$ cat src/rtl/rf_wb_arbiter.sv
// rf_wb_arbiter: shares the register-file write port between pipeline writeback and a one-entry MDU skid buffer.
module rf_wb_arbiter #(
  parameter int STARVE_LIMIT = 4
) (
  input  logic        clk,
  input  logic        rst_n,
  input  logic        wb_valid,
  input  logic [4:0]  wb_rd,
  input  logic [63:0] wb_wd,
  output logic        wb_stall,
  input  logic        mdu_valid,
  input  logic [4:0]  mdu_rd,
  input  logic [63:0] mdu_data,
  output logic        mdu_ready,
  output logic        rf_we,
  output logic [4:0]  rf_wa,
  output logic [63:0] rf_wd,
  output logic        buf_valid,
  output logic [4:0]  buf_rd,
  output logic [31:0] stall_cycles
);
  localparam int AW = STARVE_LIMIT < 1 ? 1 : $clog2(STARVE_LIMIT + 1);
  localparam logic [AW-1:0] LIM = AW'(STARVE_LIMIT);
  typedef enum logic {EMPTY, FULL} state_t;
  state_t          state;
  logic [63:0]     buf_data;
  logic [AW-1:0]   age;
  logic            wb_req, grant_buf, accept;
  assign buf_valid = state == FULL;
  assign wb_req    = wb_valid & (wb_rd != 5'd0);
  // age saturates at LIM, so equality is the starvation test
  assign grant_buf = buf_valid & (!wb_req | age == LIM);
  assign wb_stall  = wb_req & grant_buf;
  assign mdu_ready = !buf_valid | grant_buf;
  assign accept    = mdu_valid & mdu_ready;
  assign rf_we     = grant_buf ? buf_rd != 5'd0 : wb_req;
  assign rf_wa     = grant_buf ? buf_rd : wb_rd;
  assign rf_wd     = grant_buf ? buf_data : wb_wd;
  always_ff @(posedge clk or negedge rst_n) begin
    if (!rst_n) begin
      state        <= EMPTY;
      buf_rd       <= 5'd0;
      buf_data     <= 64'd0;
      age          <= '0;
      stall_cycles <= 32'd0;
    end else begin
      if (accept) begin
        state    <= FULL;
        buf_rd   <= mdu_rd;
        buf_data <= mdu_data;
        age      <= '0;
      end else if (grant_buf) begin
        state <= EMPTY;
      end else if (buf_valid && age != LIM) begin
        age <= age + 1'b1;
      end
      if (wb_stall && stall_cycles != 32'hFFFF_FFFF)
        stall_cycles <= stall_cycles + 32'd1;
    end
  end
endmodule
$ cat config.mk
export PLATFORM = sky130hd
export DESIGN_NAME = rf_wb_arbiter
export DESIGN_NICKNAME = d
export VERILOG_FILES = /design/src/rtl/rf_wb_arbiter.sv
export SDC_FILE = /design/constraint.sdc
export NUM_CORES = 1
export LEC_CHECK = 0
export ABC_AREA = 1
export CAP_MARGIN = 20
export CORE_ASPECT_RATIO = 0.5
export CORE_MARGIN = 10
export CORE_UTILIZATION = 39
export CTS_CLUSTER_DIAMETER = 120
export DETAILED_ROUTE_END_ITERATION = 10
export PLACE_DENSITY = 0.73
export SLEW_MARGIN = 10
export SYNTH_ARGS = -nofsm -noshare
export SYNTH_HDL_FRONTEND = slang
export SYNTH_SLANG_ARGS = --single-unit
$ cat constraint.sdc
create_clock -name clk -period 1.85 [get_ports clk]
set_clock_uncertainty 0.2 [all_clocks]
set_input_delay 0.2775 -clock clk [delete_from_list [all_inputs] [get_ports clk]]
set_output_delay 0.2775 -clock clk [all_outputs]
set_load 0.05 [all_outputs]
# Word level (Yosys, flattened, before mapping)
# Cells that the tools add are included.
word_totals:
  ff_bits: 105
  inputBits: 142
  out_inout_bits: 110
  word_cells: 34
op_classes:
  add_sub_neg: 2
  n_eq_ne: 4
  muxes: 8
  bitwise: 6
  reduce_logical: 9
ops:
  columns: ["operator", "count"]
  rows:
  - ["$mux 64", 1]
  - ["$add 32x1->32 const B", 1]
  - ["$ne 32x32->1 const B", 1]
  - ["$reduce_bool 5->1", 2]
  - ["$mux 3", 3]
  - ["$mux 5", 1]
  - ["$and 1x1->1", 4]
  - ["$reduce_bool 2->1", 2]
  - ["$add 3x1->3 const B", 1]
  - ["$eq 3x3->1 const B", 1]
  - ["$mux 1", 3]
  - ["$ne 3x3->1 const B", 1]
  - ["$logic_and 1x1->1", 2]
  - ["$logic_not 1->1", 2]
  - ["$ne 2x1->1 const B", 1]
  - ["$or 1x1->1", 2]
  - ["$reduce_and 2->1", 1]

# Depth between registers and ports, before layout
# Gate-level depths: netlist of the first run.
depth:
  word_depth: 9
  ltp_mapped: 10

# Worst setup path before layout of the first run
# OpenSTA, ideal clock, no wires.
synth_path:
  kind: "reg-to-output"
  start: "register age[0]"
  end: "output rf_wa[4]"
  arrival_ns: 2.221
  required_time_ns: 1.372
  setup_slack_ns: -0.849
  stages_incl_launch_ff: 9
  n_path_buf: 1
  cell_sequence: "dfrtp_1 > inv_1 > ha_1 > nand2_1 > nand3_1 > nand2_1 > inv_2 > buf_2 > o21ai_0"
synth_via:
  elab_chain_cells: 4
synth_rtl:
  columns: ["item", "line", "text"]
  rows:
  - ["start, declared", "27", "logic [AW-1:0] age;"]
  - ["start signal, assigned", "55", "age <= age + 1'b1;"]
  - ["$eq 3x3->1", "32", "assign grant_buf = buf_valid & (!wb_req | age == LIM);"]
  - ["$or 1x1->1", "32", null]
  - ["$and 1x1->1", "32", null]
  - ["$mux 5", "37", "assign rf_wa = grant_buf ? buf_rd : wb_rd;"]
  - ["end, declared", "16", "output logic [4:0] rf_wa,"]
# Every way passes these cells.

# Final worst setup path of the first run
layout_path:
  start: "input wb_rd[0]"
  end: "output rf_wa[4]"
layout_via:
  elab_chain_cells: 6
layout_rtl:
  columns: ["item", "line", "text"]
  rows:
  - ["start, declared", "8", "input logic [4:0] wb_rd,"]
  - ["$reduce_bool 5->1", "30", "assign wb_req = wb_valid & (wb_rd != 5'd0);"]
  - ["$and 1x1->1", "30", null]
  - ["$logic_not 1->1", "32", null]
  - ["$or 1x1->1", "32", null]
  - ["$and 1x1->1", "32", null]
  - ["$mux 5", "37", null]
# Every way passes these cells.

==> results.tsv, run 1 <==
metric	value	unit
status	complete, but fails checks	
failing checks	negative setup slack	
Max-Slew Margin vs Limit	67.89	%
peak per-stage delay on the critical path	0.45	ns
RSZ-0062 raised after global routing	yes	
multi-input logic area	0.003961	mm2
syn nets	1050	
synthesized area	0.006042	mm2
vias per cell	5.105	
clk slew on worst S/H paths	0.08	ns
Inst Count DP	1384	
main area contributors after synthesis	dfrtp_1 (43%), nand2_1 (33%), nand3_1 (7.3%)	
Nets	1377	
post-synthesis adder-cell area fraction	0.6212	%
gr usage total	22.57	%
fin crit share	130.1	%
critical path data required time	1.37	ns
most used cell, CP	buf_12	
Final Wtd Congestion	0.8948	
DR iter-0 viols	451	
max frequency	415.5	MHz
top cell type's share of synthesized area	43.49	%
Setup WS post-layout	-0.5566	ns
Final Max Tran Viols	0	
Crit Path Class	in2out	
Max-Cap Viols	0	
post-synthesis compound-gate area fraction	1.263	%
crit path cell chain	clkdlybuf4s50_1 > nor2_2 > nand3_2 > nand3_4 > nand2_4 > inv_6 > buf_12 > nand2_1 > o21ai_4 > buf_12	
Seq/Total Area, Yosys	43.49	%
# setup viols final	124	
pin count of the biggest net entering global routing	40	
total gr overflow	0	
placed cell area	0.01048	mm2
core area	0.01529	mm2
# DRC	0	
IR drop worst, VDD	0.5640	mV
insertion delay to the later sink of the worst-skew pair	0.35	ns
Routed Antenna Nets	0	
crit-path max FO	13	
Unique masters post-synth	24	
crit path time final	2.407	ns
layout cells sized above 1	33.39	%
final non-filler cell total	1441	
combinational family with the most area after synthesis	simple AND/OR/NAND/NOR gates	
Crit. End Element	output pin	
design area	0.01179	mm2
number of port buffers	251	
routed len/inst	18.56	um
Design Power	8.581	mW
mean post-synth cell area	6.676	um2
CP max stage cell	clkdlybuf4s50_1	
worst path arrival time	1.93	ns
synthesized flop and latch total	105	
CTS tree	yes	
proportion of synthesized area in mux cells	0	%
Synth Area in Simple Gates	47.28	%
synth-to-layout area growth	95.09	%
cells after synthesis	905	
initial core utilization	39.50	%
initial antenna violation count	0	
Register Area	0.002646	mm2
Die X	196.0	um
final WL	26740	um
Hold Fails Final Rpt	0	
setup_tns	-46.88	ns
DP HPWL	17750	um
CP top delay family	buffers and inverters	
total power divided by cell area	727.9	mW/mm2
Worst Tran Pin Value	0.4773	ns
routed via count	7357	
critical path launch point type	input port	
clk buf depth	2	
die area	0.02117	mm2
Hold Crit Class	in2async	
Antenna Cells	0	
first-pass GRT wire length	38720	um
fillers	1028	
Synth Warn #	0	
vias in the first global route	7414	
CTS root buf	clkbuf_16	
Pre-antenna DRT Iters	5	
leakage	5.742	nW
largest area contributor in the netlist	dfrtp_1	
I/O Pins	252	
num rows	32	
CP Buf/Inv Count	4	
xor-xnor portion of the synthesized cell area	1.739	%
CTS Sinks	105	
chip height	108.0	um
H-tree depth	3	
total clock buffers created by CTS	9	
==> power breakdown <==
group | switching (mW) | total, mW | internal (mW)
logic | 2.13 | 3.96 | 1.83
registers | 0.183 | 2.73 | 2.55
clock network | 0.952 | 1.89 | 0.936
==> cell families (layout without fill, tap and decap cells) <==
family / count (synthesis) / count (layout)
XOR/XNOR: 12 / 12
flip-flops: 105 / 105
adder cells (fa/ha/maj): 3 / 3
AO/OA/AOI/OAI: 13 / 13
buffers and inverters: 75 / 406
AND/OR/NAND/NOR: 697 / 698
==> layout make-up <==
type	instances	area share, %
multi-input combinational	726	33.61
clock inverter	6	0.4246
inverter	34	1.178
clock buffer	10	1.942
sequential	105	22.45
timing repair buffer	356	38.23
tap	204	2.165
==> cell usage after synthesis <==
master / instances
xnor2_1: 3
nand4_2: 1
buf_12: 1
buf_2: 15
dfrtp_1: 105
nand4_1: 1
buf_8: 2
nand2_2: 17
inv_2: 1
xor2_1: 9
nor2_4: 2
ha_1: 3
o21ai_0: 10
nand2_4: 3
nand3_1: 88
nand2_1: 526
nor2_8: 2
a21oi_1: 2
a21oi_4: 1
clkbuf_1: 23
nor2_1: 55
nor4_1: 1
nand3b_1: 1
inv_1: 33
==> metrics by stage <==
step	setup WS [ns]	utilization [%]	hold WS [ns]
after global routing	-0.5962	77.07	0.1780
after floorplan	-0.09795	-	-0.2181
after CTS	-0.5381	74.90	0.1241
final	-0.5566	77.07	0.1512
after detailed placement	-0.4538	68.53	-0.009016
after global placement	-0.4465	68.53	-0.007642
==> layer usage <==
| layer | GRT usage (%) | vias up | part of all wire (%) | wire, um |
|---|---|---|---|---|
| li1 | - | 3442 | - | - |
| met1 | 24.96 | 3578 | 38 | 10190 |
| met2 | 42.42 | 266 | 52 | 13960 |
| met3 | 5.066 | 71 | 5.9 | 1577 |
| met4 | 7.638 | 0 | 3.8 | 1017 |
| met5 | 0 | - | 0 | 0 |
==> final timing paths <==
kind / from / endpoint / slack, ns / cells past startpoint
setup / recovery: wb_rd[0] / rf_wa[4] / -0.56 / 10
hold / removal: rst_n / buf_data[11] / 0.15 / 2
setup reg to reg: age[0] / stall_cycles[25] / -0.45 / 14
hold reg to reg: buf_data[43] / buf_data[43] / 0.28 / 2
max in group asynchronous: rst_n / buf_data[15] / 0.69 / 3
min in group clk: mdu_valid / buf_data[9] / 0.20 / 3
==> placed cells by master, fill, tap and decap left out, drive strengths merged, types with 2 or more instances in the layout <==
cell type / n
nand2: 547
buf: 207
clkdlybuf4s50: 138
dfrtp: 105
nand3: 88
nor2: 59
inv: 36
clkbuf: 19
o21ai: 10
xor2: 9
xnor2: 3
a21oi: 3
ha: 3
clkinvlp: 2
nand4: 2
clkinv: 2
==> registers in the layout, summed over array words and instances, names as in the netlist <==
name and flops:
stall_cycles 32, buf_valid 1, age 3, buf_rd 5, buf_data 64
==> worst reg2reg max path, delay by kind of cell, from the launching register on <==
family                   cells  cell delay (ns)
flip-flops                   1             0.40
buffers and inverters        8             0.99
AO/OA/AOI/OAI                1             0.20
adder cells (fa/ha/maj)      1             0.14
AND/OR/NAND/NOR              4             0.30
==> repair_timing <==
| action | CTS | global route |
|---|---|---|
| endpoints found under the setup margin | 100 | 176 |
| buffers inserted | 20 | 5 |
| gates resized for setup | 93 | 36 |
| cloned | 7 | 14 |
| pin swaps | 13 | 9 |
| hold buffers | 1 | 0 |
| endpoints found under the hold margin | 83 | 0 |
(Power assumes the default switching activity.)
==> inputs of run 2 (changes only) <==
--- a/config.mk
+++ b/config.mk
@@ -13,6 +13,7 @@
 export CTS_CLUSTER_DIAMETER = 120
 export DETAILED_ROUTE_END_ITERATION = 10
 export PLACE_DENSITY = 0.73
+export SKIP_LAST_GASP = 1
 export SLEW_MARGIN = 10
 export SYNTH_ARGS = -nofsm -noshare
 export SYNTH_HDL_FRONTEND = slang
==> run 2 against run 1 <==
Net effect:
- the flow still finishes with violations (negative setup slack)
- first-iteration DRC count grew 8.6%
- sequential power is essentially flat
- clock power about the same
- maximum frequency down 0.89%
- sequential share of layout area is 0.062 points higher
- critical path type unchanged
==> results.tsv, run 2 (same netlist as run 1, synthesis figures left out) <==
metric	value	unit
first-pass GRT wire length	38730	um
status	complete, but fails checks	
max reg flops	64	
core area	0.01529	mm2
Biggest register	buf_data	
total power divided by cell area	727.4	mW/mm2
Crit Path Class	in2out	
CTS Sinks	105	
max frequency	411.8	MHz
Hold WS	0.1568	ns
Antenna Cells	0	
Max-Cap Viols	0	
chip height	108.0	um
clk slew on worst S/H paths	0.08	ns
vias per cell	5.099	
synth-to-layout area growth	94.55	%
gr usage total	22.56	%
I/O Pins	252	
leakage	5.719	nW
fillers	1029	
GR Layer Usage met1	25.08	%
commonest non-fill, non-tap cell in the layout	nand2_1	
H-tree depth	3	
placed cell area	0.01048	mm2
Worst Tran Pin Value	0.4805	ns
Nets	1376	
GR Layer Usage met2	42.35	%
# setup viols final	135	
failing checks	negative setup slack	
worst path arrival time	1.95	ns
total gr overflow	0	
routed len/inst	18.40	um
Hold Crit Class	in2async	
DP HPWL	17750	um
IR drop worst, VDD	0.5618	mV
DR iter-0 viols	490	
Final Max Tran Viols	0	
initial antenna violation count	0	
Crit. End Element	output pin	
total clock buffers created by CTS	9	
Die X	196.0	um
clk buf depth	2	
fin crit share	131.3	%
CTS root buf	clkbuf_16	
largest registers	buf_data: 64 flops, stall_cycles: 32 flops, buf_rd: 5 flops	
vias in the first global route	7423	
Max-Slew Margin vs Limit	67.67	%
final WL	26500	um
pin count of the biggest net entering global routing	40	
critical path launch point type	input port	
insertion delay to the later sink of the worst-skew pair	0.35	ns
number of port buffers	251	
routed via count	7343	
initial core utilization	39.50	%
Final Wtd Congestion	0.8948	
met3 usage in global routing	5.005	%
Hold Fails Final Rpt	0	
Most Used Layer, Global Route	met2	
RSZ-0062 raised after global routing	yes	
crit path time final	2.428	ns
most frequent cells in the layout	nand2_1 (404), clkdlybuf4s50_1 (138), buf_12 (93)	
# DRC	0	
critical path data required time	1.37	ns
Pre-antenna DRT Iters	6	
die area	0.02117	mm2
design area	0.01176	mm2
CTS tree	yes	
Place WS	-0.4538	ns
num rows	32	
layout cells sized above 1	33.33	%
Setup WS post-layout	-0.5782	ns
crit-path max FO	6	
Routed Antenna Nets	0	
-- run 2: routing by layer --
metal,vias to the layer above,share of wire [%]
met3,73,6.4
met1,3545,38
met2,288,52
li1,3437,-
met4,0,3.5
met5,-,0
-- run 2: worst paths after layout --
path                                    from               end  slack (ns)  cells past startpoint
worst max-delay path                wb_rd[0]             rf_we       -0.58                     10
worst min-delay path                   rst_n      buf_data[11]        0.16                      2
worst max register to register        age[0]  stall_cycles[25]       -0.44                     14
worst min register to register  buf_data[43]      buf_data[43]        0.28                      2
max in group asynchronous              rst_n      buf_data[15]        0.70                      3
min in group clk                   mdu_valid       buf_data[9]        0.21                      3
-- run 2: area by class of cell --
cell class | count | area, um2 | area share [%]
Clock buffer | 10 | 229.0 | 1.948
Multi-Input combinational cell | 726 | 3936 | 33.49
Inverter | 34 | 138.9 | 1.181
Timing Repair Buffer | 355 | 4499 | 38.28
Clock inverter | 6 | 50.05 | 0.4258
Sequential cell | 105 | 2646 | 22.51
Tap cell | 204 | 255.2 | 2.171
-- run 2: power by group --
| part | switching, mW | internal [mW] | total (mW) |
|---|---|---|---|
| combinational | 2.12 | 1.83 | 3.94 |
| clock | 0.940 | 0.936 | 1.88 |
| sequential | 0.182 | 2.55 | 2.73 |
| total | 3.24 | 5.31 | 8.55 |
-- run 2: timing repair --
item,4_1_cts,5_1_grt
endpoints found under the setup margin,100,176
cloned,7,14
resized for setup,86,38
pin swaps,11,11
setup buffers,20,4
hold endpoints to repair,83,0
hold buffers,1,0
-- run 2: critical path: stages --
cell and delay (ns):
clkdlybuf4s50_1 0.45, nor2_2 0.15, nand3_2 0.14, nand3_4 0.13, nand2_4 0.08, buf_8 0.15, buf_12 0.15, nor2_4 0.16
a21oi_4 0.08, buf_12 0.17
-- run 2: per-stage QoR --
step                instances  power, mW  util [%]  setup TNS (ns)
global route             1440      8.875     76.86          -57.77
finish                   1440      8.550     76.86          -47.69
CTS                      1428      8.384     74.69          -48.14
detailed placement       1384      6.240     68.53          -53.58
global placement         1384      6.179     68.53          -50.92
floorplan                 905      4.506         -          -2.680
==> inputs of run 3 (changes only) <==
--- a/config.mk
+++ b/config.mk
@@ -9,10 +9,11 @@
 export CAP_MARGIN = 20
 export CORE_ASPECT_RATIO = 0.5
 export CORE_MARGIN = 10
-export CORE_UTILIZATION = 39
+export CORE_UTILIZATION = 40
+export CTS_BUF_LIST = sky130_fd_sc_hd__clkbuf_4
 export CTS_CLUSTER_DIAMETER = 120
 export DETAILED_ROUTE_END_ITERATION = 10
-export PLACE_DENSITY = 0.73
+export PLACE_DENSITY = 0.75
 export SKIP_LAST_GASP = 1
 export SLEW_MARGIN = 10
 export SYNTH_ARGS = -nofsm -noshare
==> run 3 against run 2 <==
Net effect:
- the flow still finishes with violations (negative setup slack)
- final area rose by 1.3%
- global-route usage rose by 0.45 points
- register-to-register slack improved by 0.04 ns
- sequential power rose by 2%
- core utilization rose by 4.6 points
- critical path depth rose by 1
- largest power group unchanged
==> results.tsv, run 3 (same netlist as run 1, synthesis figures left out) <==
metric	value	unit
status	complete, but fails checks	
failing checks	negative setup slack	
combinational power share	51.2	%
peak per-stage delay on the critical path	0.43	ns
placed cell area	0.01041	mm2
leakage	5.839	nW
Worst Tran Pin Value	0.5219	ns
critical path launch point type	flop	
CP top delay family	buffers and inverters	
CTS Sinks	105	
DP HPWL	17890	um
I/O Pins	252	
total gr overflow	0	
CTS tree	yes	
routed len/inst	19.25	um
Nets	1375	
clk slew on worst S/H paths	0.18	ns
max frequency	385.7	MHz
Clk network pwr share	14.3	%
crit path cell chain	inv_2 > ha_4 > nand2_4 > nand3_4 > nand2_4 > buf_12 > buf_12 > buf_16 > nand2_2 > nand2_4 > buf_12	
Die X	193.8	um
total power divided by cell area	677.0	mW/mm2
design area	0.01191	mm2
CTS root buf	clkbuf_4	
vias per cell	5.216	
DR iter-0 viols	557	
Crit. End Element	output pin	
CP Buf/Inv Count	5	
num rows	31	
Final Wtd Congestion	0.9575	
sw frac	40.57	%
synth-to-layout area growth	97.04	%
clk buf depth	2	
Setup WS post-layout	-0.7425	ns
Crit Path Class	reg2out	
critical path data required time	1.37	ns
initial core utilization	41.32	%
crit path time final	2.593	ns
core area	0.01462	mm2
Register Area	0.002646	mm2
Max-Cap Viols	0	
H-tree depth	3	
Antenna Cells	0	
layout cells sized above 1	38.22	%
Hold Crit Class	in2async	
fin crit share	140.1	%
number of port buffers	251	
routed via count	7475	
Pre-antenna DRT Iters	5	
IR drop worst, VDD	0.4468	mV
crit-path max FO	6	
final WL	27590	um
max reg flops	64	
die area	0.02072	mm2
Max-Slew Margin vs Limit	65.20	%
Reg power frac	34.5	%
first-pass GRT wire length	38850	um
Inst Count DP	1373	
RSZ-0062 raised after global routing	yes	
Biggest register	buf_data	
insertion delay to the later sink of the worst-skew pair	0.48	ns
total clock buffers created by CTS	9	
Internal	4.790	mW
setup_tns	-78.67	ns
gr usage total	23.01	%
chip height	106.9	um
fillers	849	
largest registers	buf_data: 64 flops, stall_cycles: 32 flops, buf_rd: 5 flops	
CP max stage cell	dfrtp_1	
sw power	3.270	mW
pin count of the biggest net entering global routing	42	
final non-filler cell total	1433	
most frequent cells in the layout	nand2_1 (344), clkdlybuf4s50_1 (139), nand2_2 (104)	
fin util	81.42	%
Routed Antenna Nets	0	
r2r startpoint	age[1]	
multi-input logic area	0.004149	mm2
commonest non-fill, non-tap cell in the layout	nand2_1	
# DRC	0	
CP Launch Point	age[1]	
initial antenna violation count	0	
Hold Fails Final Rpt	0	
# setup viols final	177	
Final Max Tran Viols	0	
worst path arrival time	2.12	ns
vias in the first global route	7257	
## run 3: final cells by class
cell class	count	area share (%)
multi-input combinational	726	34.85
clock inverter	6	0.3994
timing repair buffer	354	38.49
sequential	105	22.23
tap	198	2.081
inverter	34	1.324
clock buffer	10	0.6306
## run 3: path summary, 6_finish.rpt
| path | endpoint | slack, ns | depth (start not counted) |
|---|---|---|---|
| worst max-delay path | rf_wd[14] | -0.74 | 11 |
| worst min-delay path | buf_data[7] | 0.04 | 2 |
| worst max register to register | stall_cycles[20] | -0.40 | 13 |
| worst min register to register | buf_data[55] | 0.31 | 2 |
| max in group asynchronous | buf_data[22] | 0.76 | 3 |
| min in group clk | buf_data[0] | 0.08 | 3 |
## run 3: worst reg2reg max path, cell delays in order, from the launching register on
cell       delay, ns
dfrtp_1         0.43
inv_2           0.09
ha_4            0.15
nand2_4         0.06
buf_4           0.15
buf_6           0.11
inv_2           0.04
nand4_1         0.19
buf_4           0.24
a21oi_4         0.15
buf_12          0.14
clkbuf_16       0.16
nand2_2         0.06
nand2_1         0.06
## run 3: through the flow
stage          total power, mW  hold WS, ns  worst slack [ns]
2_1_floorplan            4.506      -0.2181          -0.09795
3_3_place_gp             6.186      0.03719           -0.5131
3_5_place_dp             6.253      0.03836           -0.5513
4_1_cts                  7.647     0.001834           -0.6922
5_1_grt                  8.383      0.03739           -0.8698
6_report                 8.060      0.04324           -0.7425
## run 3: power groups by stage
| stage | logic [mW] | registers (mW) | clock network [mW] |
|---|---|---|---|
| after floorplan | 1.66 | 2.85 | 0 |
| after global placement | 3.43 | 2.75 | 0 |
| after detailed placement | 3.49 | 2.76 | 0 |
| after CTS | 3.78 | 2.72 | 1.15 |
| after global routing | 4.31 | 2.81 | 1.26 |
| final | 4.13 | 2.78 | 1.15 |
## run 3: what timing repair did
item / 4_1_cts / 5_1_grt
gates cloned: 9 / 15
hold buffers: 1 / 0
resized for setup: 65 / 144
setup endpoints to repair: 103 / 176
pin swaps: 7 / 20
endpoints found under the hold margin: 105 / 0
setup buffers: 11 / 13
## run 3: per-layer routing
layer / track usage [%] / share of wire [%]
met1: 24.94 / 36
met2: 43.87 / 53
met3: 5.410 / 6.6
met4: 7.424 / 3.6
met5: 0 / 0
